## src/rtl/game_stats_pkg.sv

```systemverilog
// Shared game encodings: game-control phases and the stats FSM states,
// plus elaboration-time helpers for splitting constants into BCD digits.
package game_stats_pkg;

   typedef enum logic [1:0] {
      CHOSE_BOARD  = 2'b00,
      GAMING       = 2'b01,
      GAME_INITIAL = 2'b10,
      WINNED       = 2'b11
   } game_status_t;

   typedef enum logic [1:0] {
      IDLE = 2'b00,
      RUN  = 2'b01,
      DONE = 2'b10
   } stats_state_t;

   localparam logic [15:0] BCD_NONE = 16'h9999;

   function automatic logic [3:0] bcd_tens(input int v);
      return 4'((v / 10) % 10);
   endfunction

   function automatic logic [3:0] bcd_units(input int v);
      return 4'(v % 10);
   endfunction

endpackage

```

## src/rtl/game_stats_bcd_digit_cnt.sv

```systemverilog
// One BCD digit: counts 0..WRAP when enabled, carries out on wrap,
// and exposes its next value so callers can see a result one cycle early.
module bcd_digit_cnt #(
   parameter logic [3:0] WRAP = 4'd9
) (
   input  logic       clk_d,
   input  logic       rst,
   input  logic       en,
   input  logic       clr,
   output logic [3:0] q,
   output logic [3:0] q_nxt,
   output logic       co
);

   always_comb begin
      co = en && (q == WRAP);
      if (clr)
         q_nxt = '0;
      else if (co)
         q_nxt = '0;
      else if (en)
         q_nxt = q + 4'd1;
      else
         q_nxt = q;
   end

   always_ff @(posedge clk_d or posedge rst) begin
      if (rst)
         q <= '0;
      else
         q <= q_nxt;
   end

endmodule

```

## src/rtl/game_stats.sv

```systemverilog
// Per-game statistics: BCD move counter, mm:ss play timer and the best
// (lowest) winning move count since reset, driven by the game phase.
module game_stats
   import game_stats_pkg::*;
#(
   parameter int CLK_HZ  = 1000,
   parameter int MAX_MIN = 59
) (
   input  logic        clk_d,
   input  logic        rst,
   input  logic [1:0]  game_status,
   input  logic        active,
   input  logic        win_flag,
   output logic [15:0] step_bcd,
   output logic [15:0] time_bcd,
   output logic [15:0] best_bcd,
   output logic        best_valid,
   output logic        new_best,
   output logic        running
);

   localparam int              PW       = (CLK_HZ > 1) ? $clog2(CLK_HZ) : 1;
   localparam logic [PW-1:0]   PRE_TC   = PW'(CLK_HZ - 1);
   localparam logic [15:0]     TIME_SAT = {bcd_tens(MAX_MIN), bcd_units(MAX_MIN), 4'd5, 4'd9};
   // Wrap value per time digit, LSB first: sec units, sec tens, min units, min tens.
   localparam logic [3:0][3:0] TWRAP    = {4'd9, 4'd9, 4'd5, 4'd9};

   game_status_t    gs;
   stats_state_t    state, state_nxt;
   logic            leave, start, finish, in_run;
   logic            step_inc, sec_tick;
   logic [PW-1:0]   presc;
   logic [3:0][3:0] step_q, step_d, time_q, time_d;
   logic [4:0]      step_en, time_en;
   logic            unused_bits;

   assign gs    = game_status_t'(game_status);
   assign leave = (gs == CHOSE_BOARD) || (gs == GAME_INITIAL);

   always_ff @(posedge clk_d or posedge rst) begin
      if (rst)
         state <= IDLE;
      else
         state <= state_nxt;
   end

   always_comb begin
      state_nxt = state;
      case (state)
         IDLE:    if (gs == GAMING) state_nxt = RUN;
         RUN:     if (leave) state_nxt = IDLE;
                  else if (win_flag || gs == WINNED) state_nxt = DONE;
         DONE:    if (leave) state_nxt = IDLE;
         default: state_nxt = IDLE;
      endcase
   end

   always_comb begin
      in_run = (state == RUN);
      start  = (state == IDLE) && (state_nxt == RUN);
      finish = (state == RUN) && (state_nxt == DONE);
   end

   // Moves and ticks still count in the RUN->DONE cycle itself.
   assign step_inc   = in_run && active && (step_q != BCD_NONE);
   assign sec_tick   = in_run && (presc == PRE_TC) && (time_q != TIME_SAT);
   assign step_en[0] = step_inc;
   assign time_en[0] = sec_tick;

   for (genvar i = 0; i < 4; i++) begin : g_step
      bcd_digit_cnt #(.WRAP(4'd9)) u_digit (
         .clk_d (clk_d),
         .rst   (rst),
         .en    (step_en[i]),
         .clr   (start),
         .q     (step_q[i]),
         .q_nxt (step_d[i]),
         .co    (step_en[i+1])
      );
   end

   for (genvar i = 0; i < 4; i++) begin : g_time
      bcd_digit_cnt #(.WRAP(TWRAP[i])) u_digit (
         .clk_d (clk_d),
         .rst   (rst),
         .en    (time_en[i]),
         .clr   (start),
         .q     (time_q[i]),
         .q_nxt (time_d[i]),
         .co    (time_en[i+1])
      );
   end

   assign unused_bits = ^{step_en[4], time_en[4], time_d};

   always_ff @(posedge clk_d or posedge rst) begin
      if (rst)
         presc <= '0;
      else if (start)
         presc <= '0;
      else if (in_run)
         presc <= (presc == PRE_TC) ? '0 : presc + PW'(1);
   end

   // step_d already includes a move taken in the finishing cycle.
   always_ff @(posedge clk_d or posedge rst) begin
      if (rst) begin
         best_bcd   <= BCD_NONE;
         best_valid <= 1'b0;
         new_best   <= 1'b0;
         running    <= 1'b0;
      end else begin
         new_best <= 1'b0;
         running  <= (state_nxt == RUN);
         if (finish && (!best_valid || step_d < best_bcd)) begin
            best_bcd   <= step_d;
            best_valid <= 1'b1;
            new_best   <= 1'b1;
         end
      end
   end

   assign step_bcd = step_q;
   assign time_bcd = time_q;

endmodule

```

## config.mk

```make
export PLATFORM = sky130hd
export DESIGN_NAME = game_stats
export DESIGN_NICKNAME = d
export VERILOG_FILES = /design/src/rtl/game_stats_pkg.sv /design/src/rtl/game_stats_bcd_digit_cnt.sv /design/src/rtl/game_stats.sv
export SDC_FILE = /design/constraint.sdc
export NUM_CORES = 1
export LEC_CHECK = 0
export CORE_ASPECT_RATIO = 1.25
export CORE_UTILIZATION = 40
export DETAILED_ROUTE_END_ITERATION = 8
export PLACE_DENSITY = 0.68
export SLEW_MARGIN = 20
export SYNTH_ARGS = -nofsm -noshare
export SYNTH_HDL_FRONTEND = slang
export SYNTH_SLANG_ARGS = --single-unit
export TNS_END_PERCENT = 5
```

## constraint.sdc

```tcl
create_clock -name clk_d -period 7.4 [get_ports clk_d]
set_input_delay 1.11 -clock clk_d [delete_from_list [all_inputs] [get_ports clk_d]]
set_output_delay 1.11 -clock clk_d [all_outputs]
set_load 0.01 [all_outputs]
```

# Word level (Yosys, flattened, before mapping)
# Index checks and enable logic that the tools add are counted.
[totals]
register_bits = 63
word_cells = 101
out_inout_bits = 51
in_bits = 6
[op_classes]
n_addsub = 9
mux = 33
n_reduce_logical = 26
order_cmp = 1
eq_ne = 18
[ops]
columns = ["op", "n"]
rows = [
  ["$mux 4", 24],
  ["$add 4x1->4 const B", 8],
  ["$mux 10", 3],
  ["$eq 4x4->1 const B", 7],
  ["$lt 16x16->1", 1],
  ["$ne 16x15->1 const B", 1],
  ["$ne 16x16->1 const B", 1],
  ["$logic_and 1x1->1", 15],
  ["$reduce_bool 3->1", 4],
  ["$add 10x1->10 const B", 1],
  ["$eq 10x10->1 const B", 1],
  ["$eq 2x2->1 const B", 4],
  ["$mux 2", 4],
  ["$eq 2x1->1 const B", 3],
  ["$pmux 2 s3", 1],
  ["$eq 4x3->1 const B", 1],
  ["$logic_not 2->1", 2],
  ["$logic_or 1x1->1", 3],
  ["$reduce_bool 2->1", 1],
  ["$logic_not 1->1", 1],
  ["$mux 1", 1],
]

# Depth between registers and ports, before layout
# Gate-level depths: netlist of run 1.
[logic_depth]
depth_word = 13
ltp_mapped = 17
depth_no_buf = 15

# Hierarchy
# From an unflattened synthesis of run 1, not the netlist that was laid out.
[hier_totals]
hier_cells = 391
area_unflattened_um2 = 3896.2
[by_module_without_submodules]
columns = ["module", "instances", "area_each_um2", "seq_area_each_um2", "cells_each"]
rows = [
  ["game_stats", 1, 2108.3, 785.8, 224],
  ["bcd_digit_cnt (g_step[0].u_digit ...)", 7, 221.5, 100.1, 20],
  ["bcd_digit_cnt (g_time[1].u_digit)", 1, 237.7, 100.1, 27],
]

# Least setup slack after synthesis of run 1
# No wires, ideal clock.
[synth_path]
kind = "input-to-reg"
from = "input active"
to = "register best_bcd[5]"
path_stages = 14
setup_time_ns = 0.125
path_slack_ns = 2.862
required_time_ns = 7.275
path_buffers = 2
arrival_ns = 4.413
cell_sequence = "nand3b_1 a2111o_1 clkbuf_1 nor2_1 mux2_2 nor2_1 ha_1 a211oi_1 nor2_1 a2111oi_0 o211ai_1 o211ai_1 buf_4 mux2_2"
[synth_between]
elab_chain_len = 11
word_cells_on_any_way = 21
classes_between = "order compare (1); mux (12); reduce/logical (8)"
[synth_lines]
columns = ["item", "line_no", "rtl"]
rows = [
  ["start, declared", "game_stats.sv:12", "input logic active,"],
  ["$logic_and 1x1->1 (*) (2 in series)", "game_stats.sv:65", "assign step_inc = in_run && active && (step_q != BCD_NONE);"],
  ["$logic_and 1x1->1 (*) (3 in series)", "game_stats_bcd_digit_cnt.sv:16", "co = en && (q == WRAP);"],
  ["$mux 4 / $logic_and 1x1->1 (equally long branches)", "game_stats_bcd_digit_cnt.sv:21, game_stats_bcd_digit_cnt.sv:16", ""],
  ["$mux 4 (*)", "game_stats_bcd_digit_cnt.sv:19", "else if (co)"],
  ["$mux 4 (*)", "game_stats_bcd_digit_cnt.sv:17", "if (clr)"],
  ["net g_step[3].u_digit.q_nxt[1]", "game_stats_bcd_digit_cnt.sv:11", "output logic [3:0] q_nxt,"],
  ["$lt 16x16->1 (*)", "game_stats.sv:115", "if (finish && (!best_valid || step_d < best_bcd)) begin"],
  ["$logic_or 1x1->1 (*)", "game_stats.sv:115", ""],
  ["$logic_and 1x1->1 (*)", "game_stats.sv:115", ""],
  ["end signal, assigned", "game_stats.sv:116", "best_bcd <= step_d;"],
  ["end, declared", "game_stats.sv:16", "output logic [15:0] best_bcd,"],
]
# Mark *: on every way through the listed nets, which the timed path passes. The rest lies on a longest branch.
# A chain may end at the register's enable or synchronous reset.

# Worst setup path in the final report of run 1
# Ends and elaborated chain as after synthesis.

==> results_dict.tcl, run 1 <==
set metrics [dict create \
    critPathLaunchType "input pin" \
    synth_common_cells "dfrtp_1, nor2_1, ha_1, nand2_1, inv_1" \
    post-synth-top-area-cell "dfrtp_1" \
    synth-simple-area-share_pct 20.8 \
    min_to "presc[3]$_DFFE_PP0P_" \
    grt_pass1_vias 2786 \
    wire_per_inst_um 13.6 \
    cts_tree "built" \
    path_class "input pin to register" \
    post_cts_resized 0 \
    multiInputGateArea_mm2 0.00188 \
    cts_buffers 9 \
    synthCells 378 \
    final_area_mm2 0.00450 \
    ff2ff_setup_slack_ns 3.06 \
    power_w 0.000751 \
    cts_hold_buffers 0 \
    worstSetupEndpointType "register" \
    post-route-util_pct 51.7 \
    max_clock_freq_mhz 205 \
    tightestPinTransition_ns 0.797 \
    ant_nets 0 \
    r2r_start "g_step[2].u_digit.q[1]$_DFF_PP0_" \
    die_area_mm2 0.00942 \
    finalMaxSlewViolations 0 \
    slew_headroom_pct 46.9 \
    synth.top_cell.area_share_pct 38.1 \
    cp_cell_sequence "clkdlybuf4s50_1 -> nand3b_1 -> a2111o_1 -> nor2_1 -> mux2_2 -> nor2_1 -> ha_1 -> a211oi_1 -> nor2_1 -> a2111oi_0 -> o211ai_1 -> o211ai_1 -> buf_4 -> mux2_2" \
    die_y_um 108 \
    drt-initial-drc-count 115 \
    fp.dieW_um 87.0 \
    rsz0062_at_grt "no" \
    synth.most_common_cell "dfrtp_1" \
    dpl_cell_area_mm2 0.00432 \
    crit_slowest_cell "clkdlybuf4s50_1" \
    hold_class "register to register" \
    n_antenna_cell 0 \
    critPathBufInv 2 \
    grt_remaining_overflow 0 \
    port_buffers 56 \
    gp_congestion 0.890 \
    status "finished, final reports clean" \
    htree_levels 3 \
    crit_family "compound AO/OA/AOI/OAI gates" \
    crit_arrival_ns 5.10 \
    final_net_count 478 \
    yosysWarnings 0 \
    path_clk_slew_ns 0.07 \
    leakagePower_nw 1.93 \
    maxCapViolations 0 \
    core_mm2 0.00870 \
    synth.area.top_cells "dfrtp_1, ha_1, dfstp_2, mux2_2, nor2_1" \
    syn_avg_cell_area_um2 9.56 \
    synthAdderAreaFrac_pct 11.1 \
    netlist_area_mm2 0.00361 \
    synth_xor_area_share_pct 1.70 \
    holdPathStages 1 \
    via_per_inst 5.24 \
    row_count 38 \
    synth-main-ff-cell "dfrtp_1" \
    synth_compound_area_share_pct 11.8 \
    clockBufferDepth 2 \
    synth_top_family_by_area "simple AND/OR/NAND/NOR gates" \
    grt_max_degree 64 \
    dpl.hpwl_um 5460 \
    max_stage_delay_ns 0.52 \
    powerDensity_mw_per_mm2 167 \
    reg2reg_depth 15 \
    r2r-end "best_bcd[5]$_DFFE_PP0P_" \
    ir_drop_mv 0.126 \
    syn_nets 416 \
    antenna_found_initial 0 \
    drcViolationCount 0 \
    drive_gt1_share_pct 10.1 \
    synthDistinctLibCells 46 \
    seq_area_frac_synth_pct 43.9 \
    numClockSinks 63 \
    async_flop_share_pct 100 \
    root_buffer "clkbuf_8" \
    syn2layout_area_growth_pct 24.4 \
    setup_tns_ns 0 \
    ff_latch_area_mm2 0.00159 \
    grt_usage_pct 17.7 \
    synth_edf_count 0 \
    routed_wirelength_um 7700 \
    clkLatencyLatePin_ns 0.34 \
    dr.pass1.iters 4 \
    setup_viol 0 \
    cts_setup_buffers 0 \
    finalCritPeriodShare_pct 65.9 \
    initial_utilization_pct 41.5 \
    synth-seq-cells 63 \
    hold_viol 0 \
    grt_pass1_wl_um 12800 \
    via_count 2960 \
    path_max_fanout 16 \
    io_pins 57 \
    yosys-mux-area-fraction_pct 6.37 \
    nFillCells 800 \
    worst_path_most_repeated_cell "nor2_1" \
    fin_worst_skew_ns 0.0110 \
    hold_start "presc[3]$_DFFE_PP0P_" \
    period_minus_slack_ns 4.88 \
    worstPathRequired_ns 7.62 \
]
-- routing by layer --
metal  up-vias  track usage [%]  wire, um  share of wire (%)
li1       1449                -         -                  -
met2        55             29.3      3830                 50
met1      1443             22.1      3430                 45
met5         -                0         0                  0
met4         0             8.33       137                1.8
met3        13             3.21       300                3.9
-- registers in the layout, summed over array words and instances, names as in the netlist --
register	count
best_bcd	16
presc	10
new_best	1
best_valid	1
running	1
state	2
g_step.u_digit.q	16
g_time.u_digit.q	16
-- metrics by stage --
stage,cells,hold slack (ns),worst slack [ns]
after global placement,549,0.497,2.29
after detailed placement,549,0.498,2.17
after floorplan,378,0.462,2.86
final,565,0.510,2.52
after CTS,565,0.512,2.50
after global routing,565,0.536,2.14
-- cells in the final DEF, fill, tap and decap left out, types with 2 or more instances in the layout --
master           Yosys  layout
clkdlybuf4s50_1      0      56
dfrtp_1             55      55
nor2_1              39      39
nand2_1             32      32
ha_1                32      32
inv_1               31      30
a21oi_1             27      27
o21ai_0             24      24
nand3_1             15      15
mux2_2              13      13
clkbuf_8             0      11
or3_1               10      10
dfstp_2              8       8
nor3_1               7       7
and3b_1              6       6
nand3b_1             6       6
mux2i_1              5       5
nand2b_1             4       4
or4_1                4       4
a2111oi_0            4       4
xnor2_1              4       4
and3_1               4       4
clkinv_2             0       4
buf_4                1       4
o211ai_1             3       3
o31ai_1              3       3
xor2_1               3       3
and2_1               3       3
nand4_1              3       3
mux2_1               3       3
nor2b_1              2       2
a211oi_1             2       2
a21o_1               2       2
-- worst max-delay path by stage --
stage	startpoint	end	slack, ns	depth (start not counted)
6_report	active	best_bcd[5]$_DFFE_PP0P_	2.52	14
3_3_place_gp	active	best_bcd[5]$_DFFE_PP0P_	2.29	14
2_1_floorplan	active	best_bcd[5]$_DFFE_PP0P_	2.86	14
4_1_cts	active	best_bcd[5]$_DFFE_PP0P_	2.50	14
3_5_place_dp	active	best_bcd[9]$_DFFE_PP0P_	2.17	14
5_1_grt	active	best_bcd[5]$_DFFE_PP0P_	2.14	14
-- logic make-up after synthesis --
group / Yosys count
buffers and inverters: 40
xor gates and xnor gates: 7
DFF: 63
muxes: 21
and+or+nand+nor: 143
AOI/OAI and AO/OA: 72
adders and majority gates: 32
-- power breakdown --
group          internal (W)  total [W]  switching, W
combinational     0.0000491   0.000103     0.0000541
sequential         0.000363   0.000379     0.0000162
clock              0.000138   0.000269      0.000131
-- layout make-up --
cell class | count | share of cell area (%)
tap | 120 | 3.34
clock inverter | 4 | 0.445
timing repair buffer | 60 | 13.1
inverter | 31 | 2.59
sequential | 63 | 35.3
multi-input combinational | 275 | 41.7
clock buffer | 12 | 3.45
Note: power is estimated with default switching activity, not from simulation.
==> run 2: changes to the inputs <==
==> constraint.sdc (replaced) <==
create_clock -name clk_d -period 4.7 [get_ports clk_d]
set_input_delay 0.705 -clock clk_d [delete_from_list [all_inputs] [get_ports clk_d]]
set_output_delay 0.705 -clock clk_d [all_outputs]
set_load 0.01 [all_outputs]
==> run 2 against run 1 <==
First-iteration DRC count shrank 11%; cell count grew 0.71%; combinational power grew 62%; final area grew 1.4%; count of clock-buffer cells in the layout grew 1; clock skew shrank 0.0023 ns; critical path depth is the same; sequential power grew 58%; critical path type unchanged; critical endpoint unchanged.
==> results_dict.tcl, run 2 (same netlist as run 1, synthesis figures left out) <==
set metrics [dict create \
    status "finished, final reports clean" \
    multiInputGateArea_mm2 0.00188 \
    critPathBufInv 2 \
    period_minus_slack_ns 4.25 \
    critPathLaunchType "input pin" \
    final_common_cell "clkdlybuf4s50_1" \
    crit_slowest_cell "clkdlybuf4s50_1" \
    hold_viol 0 \
    tightestPinTransition_ns 0.715 \
    powerDensity_mw_per_mm2 273 \
    grt_max_degree 43 \
    crit_arrival_ns 4.48 \
    row_count 38 \
    ff_latch_area_mm2 0.00159 \
    setup_viol 0 \
    gp_congestion 0.852 \
    wire_per_inst_um 13.9 \
    hold_class "register to register" \
    finalMaxSlewViolations 0 \
    place_inst 553 \
    nFillCells 842 \
    path_max_fanout 12 \
    die_y_um 108 \
    core_mm2 0.00870 \
    clkLatencyLatePin_ns 0.34 \
    path_clk_slew_ns 0.07 \
    grt_pass1_vias 2821 \
    layout.cells.non_filler 569 \
    clockBufferDepth 2 \
    path_class "input pin to register" \
    htree_levels 3 \
    root_buffer "clkbuf_8" \
    fin_worst_skew_ns 0.00865 \
    ant_nets 0 \
    worstPathRequired_ns 4.93 \
    clockPowerShare_pct 38.7 \
    grt_remaining_overflow 0 \
    ir_drop_mv 0.180 \
    final_net_count 482 \
    post-route-util_pct 52.4 \
    syn2layout_area_growth_pct 26.1 \
    holdPathStages 1 \
    worst_path_most_repeated_cell "nor2_1" \
    dr.pass1.iters 4 \
    largestRegisters "best_bcd: 16 flops, g_step.u_digit.q: 16 flops, g_time.u_digit.q: 16 flops" \
    rsz0062_at_grt "no" \
    via_per_inst 5.16 \
    die_area_mm2 0.00942 \
    cts_buffers 9 \
    initial_utilization_pct 41.5 \
    crit_family "compound AO/OA/AOI/OAI gates" \
    p_sw_share_pct 25.8 \
    numClockSinks 63 \
    io_pins 57 \
    fp.dieW_um 87.0 \
    cts_tree "built" \
    leakagePower_nw 1.96 \
    finalCritPeriodShare_pct 90.4 \
    worstSetupEndpointType "register" \
    reg2reg_depth 14 \
    routed_wirelength_um 7910 \
    switching_power_w 0.000322 \
    max_clock_freq_mhz 235 \
    cp.depth 14 \
    drcViolationCount 0 \
    dpl.hpwl_um 5860 \
    drt-initial-drc-count 102 \
    cts_hold_buffers 0 \
    cp_cell_sequence "clkdlybuf4s50_1 -> nand3b_1 -> a2111o_1 -> nor2_1 -> mux2_2 -> nor2_1 -> ha_1 -> a211oi_1 -> nor2_1 -> a2111oi_2 -> o211ai_1 -> o211ai_1 -> buf_4 -> mux2_2" \
    final_area_mm2 0.00456 \
    p_comb_share_pct 13.4 \
    drive_gt1_share_pct 10.9 \
    port_buffers 56 \
    p_int_w 0.000924 \
    dpl_cell_area_mm2 0.00435 \
    grt_usage_pct 18.0 \
    slew_headroom_pct 51.7 \
    via_count 2935 \
    maxCapViolations 0 \
    antenna_found_initial 0 \
    final_cell_mix "clkdlybuf4s50_1, dfrtp_1, nor2_1" \
    n_antenna_cell 0 \
    max_stage_delay_ns 0.51 \
    p_seq_share_pct 47.9 \
    grt_pass1_wl_um 13000 \
]
-- run 2: final cells by class --
type,count,area share [%]
clock inverters,3,0.933
inverters,31,2.55
repair buffers,64,13.6
flip-flops and latches,63,34.8
multi-input cells,275,41.3
well taps,120,3.29
clock buffers,13,3.49
-- run 2: per-stage QoR --
| stage | total power (W) | TNS [ns] | hold WS, ns | setup slack, ns |
|---|---|---|---|---|
| global route | 0.00131 | 0 | 0.527 | 0.0773 |
| CTS | 0.00126 | 0 | 0.508 | 0.280 |
| global placement | 0.000772 | 0 | 0.494 | 0.117 |
| detailed placement | 0.000776 | -0.616 | 0.503 | -0.0876 |
| finish | 0.00125 | 0 | 0.510 | 0.451 |
| floorplan | 0.000698 | 0 | 0.462 | 0.404 |
-- run 2: power groups by stage --
stage | combinational [W] | clock [W] | sequential [W]
floorplan | 0.0000877 | 0 | 0.000610
finish | 0.000167 | 0.000482 | 0.000597
global placement | 0.000165 | 0 | 0.000606
detailed placement | 0.000170 | 0 | 0.000607
CTS | 0.000171 | 0.000493 | 0.000597
global route | 0.000186 | 0.000524 | 0.000601
-- run 2: worst paths after layout --
| check | end | slack (ns) | from |
|---|---|---|---|
| max | best_bcd[5]$_DFFE_PP0P_ | 0.45 | active |
| min | best_valid$_DFFE_PP0P_ | 0.51 | best_valid$_DFFE_PP0P_ |
| max reg2reg | best_bcd[5]$_DFFE_PP0P_ | 0.50 | g_step[2].u_digit.q[0]$_DFF_PP0_ |
| min reg2reg | best_valid$_DFFE_PP0P_ | 0.51 | best_valid$_DFFE_PP0P_ |
| max in group asynchronous | best_bcd[0]$_DFFE_PP1P_ | 3.07 | rst |
| min in group asynchronous | presc[1]$_DFFE_PP0P_ | 0.70 | rst |
-- run 2: metal layers --
metal,track usage [%],wire [um],up-vias
li1,-,-,1478
met1,21.8,3550,1391
met2,30.8,3990,55
met5,0,0,-
met3,3.51,283,11
met4,7.62,95,0
-- run 2: timing repair --
action                                 4_1_cts  5_1_grt
resized for setup                            0        2
setup endpoints to repair                    0       16
endpoints found under the hold margin        0        0
setup buffers                                0        0
==> run 3: changes to the inputs <==
--- a/config.mk
+++ b/config.mk
@@ -8,6 +8,7 @@
 export CORE_ASPECT_RATIO = 1.25
 export CORE_UTILIZATION = 40
 export DETAILED_ROUTE_END_ITERATION = 8
+export GPL_TIMING_DRIVEN = 0
 export PLACE_DENSITY = 0.68
 export SLEW_MARGIN = 20
 export SYNTH_ARGS = -nofsm -noshare
==> run 3 against run 2 <==
Sequential power hardly changed; utilization up 0.75 points; wire length is 1.4% lower; clock skew is 0.0051 ns higher; final area increased by 1.4%; flip-flop and latch count is the same.
==> results_dict.tcl, run 3 (same netlist as run 1, synthesis figures left out) <==
set metrics [dict create \
    syn2layout_area_growth_pct 27.9 \
    final_common_cell "clkdlybuf4s50_1" \
    routed_wirelength_um 7800 \
    period_minus_slack_ns 4.38 \
    reg2reg_depth 16 \
    dr.pass1.iters 4 \
    row_count 38 \
    via_per_inst 5.18 \
    grt_remaining_overflow 0 \
    worstPathRequired_ns 4.92 \
    io_pins 57 \
    numClockSinks 63 \
    busiest_layer "met2" \
    endpoint "best_bcd[1]$_DFFE_PP0P_" \
    finalMaxSlewViolations 0 \
    layout.cells.non_filler 572 \
    startpoint "active" \
    worstSetupEndpointType "register" \
    gp_congestion 0.857 \
    antenna_found_initial 0 \
    setup_tns_ns 0 \
    place_inst 555 \
    fin_worst_skew_ns 0.0138 \
    htree_levels 3 \
    final_net_count 485 \
    drive_gt1_share_pct 10.6 \
    grt_pass1_wl_um 13100 \
    grtUsageMet3_pct 4.43 \
    initial_utilization_pct 41.5 \
    drt-initial-drc-count 79 \
    setup_viol 0 \
    power_w 0.00131 \
    crit_arrival_ns 4.60 \
    ff_latch_area_mm2 0.00159 \
    clkLatencyLatePin_ns 0.34 \
    hold_class "register to register" \
    grt_max_degree 56 \
    via_count 2963 \
    powerDensity_mw_per_mm2 284 \
    die_y_um 108 \
    rsz0062_at_grt "no" \
    grt_pass1_vias 2817 \
    ir_drop_mv 0.200 \
    ant_nets 0 \
    slew_headroom_pct 53.5 \
    port_buffers 56 \
    post-route-util_pct 53.1 \
    cp_cell_sequence "clkdlybuf4s50_1 -> nand3b_1 -> a2111o_1 -> clkbuf_1 -> nor2_2 -> mux2_2 -> nor2_1 -> ha_1 -> a211oi_1 -> nor2_1 -> a2111oi_4 -> o211ai_1 -> o211ai_1 -> buf_4 -> mux2_1" \
    ff2ff_setup_slack_ns 0.34 \
    crit_slowest_cell "clkdlybuf4s50_1" \
    grt_use_met2_pct 30.2 \
    multiInputGateArea_mm2 0.00190 \
    wire_per_inst_um 13.6 \
    drcViolationCount 0 \
    root_buffer "clkbuf_8" \
    status "finished, final reports clean" \
    use_met1_pct 22.6 \
    n_antenna_cell 0 \
    dpl_cell_area_mm2 0.00435 \
    critPathLaunchType "input pin" \
    core_mm2 0.00870 \
    final_area_mm2 0.00462 \
    dpl.hpwl_um 5680 \
    maxCapViolations 0 \
    fp.dieW_um 87.0 \
    largestRegisters "best_bcd: 16 flops, g_step.u_digit.q: 16 flops, g_time.u_digit.q: 16 flops" \
    die_area_mm2 0.00942 \
    clockBufferDepth 2 \
    path_max_fanout 10 \
    max_stage_delay_ns 0.51 \
    cts_buffers 9 \
    finalCritPeriodShare_pct 93.2 \
    max_clock_freq_mhz 228 \
    tightestPinTransition_ns 0.688 \
    nFillCells 809 \
    hold_viol 0 \
    grt_usage_pct 18.0 \
    r2r-end "best_bcd[1]$_DFFE_PP0P_" \
    final_cell_mix "clkdlybuf4s50_1, dfrtp_1, nor2_1" \
    path_clk_slew_ns 0.07 \
    cts_tree "built" \
    path_class "input pin to register" \
    leakagePower_nw 1.98 \
    r2r_start "g_step[2].u_digit.q[0]$_DFF_PP0_" \
]
[run 3: timing repair]
action / 4_1_cts / 5_1_grt
endpoints found under the setup margin: 17 / 16
resized for setup: 2 / 3
pin swaps: 1 / 0
buffers inserted: 1 / 0
hold buffers: 0 / 0
cloned: 0 / 0
[run 3: cell type report]
cell class,count,share of cell area [%]
well taps,120,3.25
repair buffers,58,12.9
clock inverters,3,1.41
plain buffers,9,0.866
multi-input cells,275,41.1
clock buffers,13,3.65
flip-flops and latches,63,34.3
inverters,31,2.57
[run 3: through the flow]
stage,worst slack (ns),hold slack (ns)
final,0.318,0.522
after global routing,0.00930,0.543
after CTS,0.0148,0.525
after detailed placement,-0.845,0.498
after global placement,-0.788,0.491
after floorplan,0.404,0.462
[run 3: where the power goes]
part / switching, W / leakage [nW] / total [W] / internal (W)
clock network: 0.000207 / 0.120 / 0.000549 / 0.000342
registers: 0.0000258 / 0.840 / 0.000597 / 0.000571
logic: 0.0000870 / 1.02 / 0.000168 / 0.0000806
[run 3: per-layer routing]
| metal | vias to the layer above | routed length [um] |
|---|---|---|
| met5 | - | 0 |
| met4 | 0 | 109 |
| met3 | 10 | 340 |
| met2 | 63 | 3940 |
| met1 | 1423 | 3410 |
| li1 | 1467 | - |
[run 3: worst min-delay path by stage]
stage	to	depth (start not counted)	startpoint	slack, ns
global route	best_valid$_DFFE_PP0P_	1	best_valid$_DFFE_PP0P_	0.54
global placement	presc[5]$_DFFE_PP0P_	1	presc[5]$_DFFE_PP0P_	0.49
finish	best_valid$_DFFE_PP0P_	1	best_valid$_DFFE_PP0P_	0.52
CTS	best_valid$_DFFE_PP0P_	1	best_valid$_DFFE_PP0P_	0.52
floorplan	presc[5]$_DFFE_PP0P_	1	presc[5]$_DFFE_PP0P_	0.46
detailed placement	presc[5]$_DFFE_PP0P_	1	presc[5]$_DFFE_PP0P_	0.50
[run 3: worst max-delay path: cells and delay by family]
kind	cells	cell delay [ns]
AO/OA/AOI/OAI	5	1.30
buffers and inverters	3	0.98
multiplexers	2	0.68
AND/OR/NAND/NOR	4	0.62
adder cells (fa/ha/maj)	1	0.29
